==> config.mk <==
export PLATFORM = sky130hd
export DESIGN_NAME = aes_cbc_ctrl
export DESIGN_NICKNAME = d
export VERILOG_FILES = /design/src/rtl/aes_cbc_ctrl.sv
export SDC_FILE = /design/constraint.sdc
export NUM_CORES = 1
export LEC_CHECK = 0
export BUFFER_PORTS_ARGS = -buffer_cell sky130_fd_sc_hd__buf_2
export CAP_MARGIN = 20
export CORE_AREA = 8 8 350 352
export DETAILED_ROUTE_END_ITERATION = 8
export DIE_AREA = 0 0 358 360
export PLACE_DENSITY = 0.39
export SETUP_SLACK_MARGIN = 0.2
export SLEW_MARGIN = 10
export SYNTH_ARGS = -nofsm -noshare
export SYNTH_HDL_FRONTEND = slang
export SYNTH_SLANG_ARGS = --single-unit
==> constraint.sdc <==
create_clock -name clk -period 14.3 [get_ports clk]
set_input_delay 0.715 -clock clk [delete_from_list [all_inputs] [get_ports clk]]
set_output_delay 0.715 -clock clk [all_outputs]
set_load 0.02 [all_outputs]
==> src/rtl/aes_cbc_ctrl.sv <==
// aes_cbc_ctrl: CBC chaining controller between spi_slave and an AES-128 core,
// with core start/done handshake, response timeout and overrun flagging.
module aes_cbc_ctrl #(
  parameter int BLOCK_W      = 128,
  parameter int CORE_TIMEOUT = 1024
) (
  input  logic               clk,
  input  logic               rst,
  input  logic               start_encryption,
  input  logic               new_message,
  input  logic [BLOCK_W-1:0] plaintext,
  input  logic [BLOCK_W-1:0] key,
  input  logic [BLOCK_W-1:0] iv,
  output logic [BLOCK_W-1:0] ciphertext,
  output logic               encryption_done,
  output logic               busy,
  output logic [1:0]         error,
  output logic               core_start,
  output logic [BLOCK_W-1:0] core_key,
  output logic [BLOCK_W-1:0] core_block,
  input  logic               core_done,
  input  logic [BLOCK_W-1:0] core_result
);
  localparam int CW = $clog2(CORE_TIMEOUT);
  typedef enum logic [1:0] {IDLE, ISSUE, WAIT, DONE} state_t;
  state_t             state_q;
  logic [CW-1:0]      cnt_q;
  logic [BLOCK_W-1:0] chain_q;
  logic               chain_valid_q;
  logic [BLOCK_W-1:0] chain_d;
  logic               timeout;
  assign chain_d = (new_message | ~chain_valid_q) ? iv : chain_q;
  assign timeout = cnt_q == CW'(CORE_TIMEOUT - 1);
  always_ff @(posedge clk or posedge rst) begin
    if (rst) begin
      state_q         <= IDLE;
      cnt_q           <= '0;
      chain_q         <= '0;
      chain_valid_q   <= 1'b0;
      ciphertext      <= '0;
      encryption_done <= 1'b0;
      busy            <= 1'b0;
      error           <= 2'b00;
      core_start      <= 1'b0;
      core_key        <= '0;
      core_block      <= '0;
    end else begin
      core_start      <= 1'b0;
      encryption_done <= 1'b0;
      case (state_q)
        IDLE: if (start_encryption) begin
          core_key   <= key;
          core_block <= plaintext ^ chain_d;
          error      <= 2'b00;
          core_start <= 1'b1;
          busy       <= 1'b1;
          state_q    <= ISSUE;
        end
        ISSUE: begin
          cnt_q   <= '0;
          state_q <= WAIT;
        end
        WAIT: begin
          cnt_q <= cnt_q + CW'(1);
          if (core_done) begin
            ciphertext      <= core_result;
            chain_q         <= core_result;
            chain_valid_q   <= 1'b1;
            encryption_done <= 1'b1;
            state_q         <= DONE;
          end else if (timeout) begin
            error[0]        <= 1'b1;
            chain_valid_q   <= 1'b0;
            encryption_done <= 1'b1;
            state_q         <= DONE;
          end
        end
        DONE: begin
          busy    <= 1'b0;
          state_q <= IDLE;
        end
      endcase
      if (start_encryption && state_q != IDLE) error[1] <= 1'b1;
    end
  end
endmodule

==> results_dict.tcl <==
set metrics [dict create \
    ios 906 \
    gr-total-overflow 0 \
    rows 126 \
    core_um2 117000 \
    final.setup.tns_ns 0 \
    cts-buffers-inserted 52 \
    place_congestion 0.740 \
    dp.final_hpwl_mm 66.5 \
    yosysTopAreaCell "dfrtp_1" \
    fin_nets 2985 \
    grt_max_degree 177 \
    yosys.area.top_type_share 0.579 \
    grt_usage 0.124 \
    start_util 0.148 \
    r2r_start "state_q[0]" \
    reg2reg_slack_ns 10.36 \
    period_needed_ns 3.94 \
    drive_gt1_frac 0.453 \
    synth-simple-area-share 0.120 \
    ys.flop_type "dfrtp_1" \
    final_cells 4048 \
    ys.warnings.count 0 \
    slew_headroom 0.319 \
    final_common_cell "buf_2" \
    synth.distinct_cells 31 \
    tightest_slew_ns 1.02 \
    preCtsSetupSlack_ns 10.31 \
    post_cts_buffers 0 \
    ff2ff_path_depth 7 \
    setup_ws_ns 10.36 \
    grt_pass1_vias 15940 \
    ant_nets 0 \
    yosys-top-cells-area "dfrtp_1 58%, nand2_1 11%, mux2_2 8.3%" \
    rsz0062_at_grt "false" \
    ctsResizeCount 0 \
    cts.sinks 402 \
    synthMuxAreaShare 0.159 \
    layout_common_cells "905 x buf_2, 520 x nand2_1, 402 x dfrtp_1" \
    cap_viol_max_count 0 \
    slew_violations 0 \
    r2r-end "chain_q[14]" \
    synthCells 1578 \
    die_area_um2 129000 \
    synth_adder_area_share 0.00288 \
    htree_levels 2 \
    min_path_type "primary input to async pin" \
    drt_iter0_drc 687 \
    drt_first_pass_iters 4 \
    cp.required_ns 14.78 \
    vias 14642 \
    synth_xor_area_frac 0.0661 \
    clock_latency_ns 0.60 \
    worst-setup-path-type "flip-flop to flip-flop" \
    io_buffers 905 \
    worst-path-max-fanout 61 \
    fmax_mhz 254 \
    drc 0 \
    min_period_over_period 0.276 \
    ys_seq_area_frac 0.579 \
    outcome "completed" \
    synth_compound_gate_area_share 0.0439 \
    avgSynthCellArea_um2 11.0 \
    die_h_um 360 \
    ir_worst_vdd_uv 112 \
    holdBufCountCts 0 \
    synth-seq-cells 402 \
    via_per_inst 3.62 \
    dp_cells 3946 \
    clk_path_buf_depth 3 \
    grt_pass1_wl_mm 117 \
    start_kind "flip-flop" \
    wl_per_cell_um 20.6 \
    cp-end-kind "flip-flop" \
    fin_skew_ns 0.0124 \
    power.leakage_nw 13.1 \
    routed_wl_mm 83.3 \
    netlist_area_um2 17400 \
    syn_to_final_growth_pct 44.8 \
    cts-root-buf "clkbuf_16" \
    dieWidth_um 358 \
    synth_top_family_by_area "multiplexers" \
    finalHoldViolCount 0 \
    async_reset_ff_frac 1.00 \
    synthesis.nets 2099 \
    antenna_found_initial 44 \
    setup_violations 0 \
    synth-edff-count 0 \
    tritoncts "built" \
    p_per_area_nw_per_um2 233 \
    critPathArrivalTime_ns 4.42 \
    clkTransAtPathRegs_ns 0.06 \
]
metal layers:
metal  wire [um]  vias up  global-route usage  part of all wire
li1            -     6969                   -                 -
met1       31600     6910               0.137              0.38
met2       39800      620               0.209              0.48
met3        9750      133              0.0604              0.12
met4        2090       10              0.0363             0.025
met5          69        -                   0           0.00083
per-stage QoR:
step | hold slack [ns] | utilization | cell area [um^2] | power (mW)
6_report | 0.249 | 0.215 | 25200 | 5.85
3_3_place_gp | 0.453 | 0.201 | 23500 | 4.67
5_1_grt | 0.255 | 0.215 | 25100 | 6.30
3_5_place_dp | 0.457 | 0.201 | 23500 | 4.68
2_1_floorplan | 0.472 | - | 17400 | 3.53
4_1_cts | 0.223 | 0.215 | 25100 | 6.01
worst max path at each step:
stage                  end  startpoint
2_1_floorplan         busy         rst
3_3_place_gp   chain_q[16]  state_q[0]
6_report       chain_q[14]  state_q[0]
3_5_place_dp    chain_q[2]  state_q[0]
4_1_cts        chain_q[14]  state_q[0]
5_1_grt        chain_q[15]  state_q[0]
kinds of logic (layout without fill, tap and decap cells):
group,after synthesis,count (layout)
compound gates,146,146
buf+inv,94,1013
other cells,0,15
simple gates,542,542
flops,402,402
mux,259,259
fa+ha+maj,4,4
xor+xnor,131,131
layout make-up:
type,instances,area (um^2)
Timing Repair Buffer,918,4650
Multi-Input combinational cell,1082,6820
Antenna cell,15,37.5
Inverter,8,40.0
Clock buffer,78,1520
Clock inverter,9,98.8
Sequential cell,402,10100
Fill cell,13022,91800
Tap cell,1536,1920
flip-flops by register name (all words and copies together) (netlist names):
register,count
chain_q,128
busy,1
core_key,128
cnt_q,10
core_block,128
core_start,1
error,2
state_q,2
encryption_done,1
chain_valid_q,1
cell usage after synthesis, types with 5 or more instances:
cell / count
buf_4: 15
mux2i_1: 130
nor2_1: 5
buf_6: 10
buf_1: 11
o21ai_1: 36
dfrtp_1: 402
mux2_2: 128
xor2_1: 130
nand2_1: 521
buf_2: 20
inv_1: 8
o21ai_0: 101
clkbuf_1: 30
critical path: stages, from the launching register on:
cell and delay, ns:
dfrtp_1 0.39, inv_1 0.08, ha_1 0.41, inv_1 0.17, nor2_4 0.60, buf_4 0.71
buf_4 0.81, mux2_2 0.41
power by group:
group          internal [mW]  switching, mW  total [mW]
clock                  0.761          0.518        1.28
combinational          0.870           1.65        2.52
sequential              1.68          0.373        2.05
total                   3.31           2.54        5.85
Power figures use the tool's default switching activity.
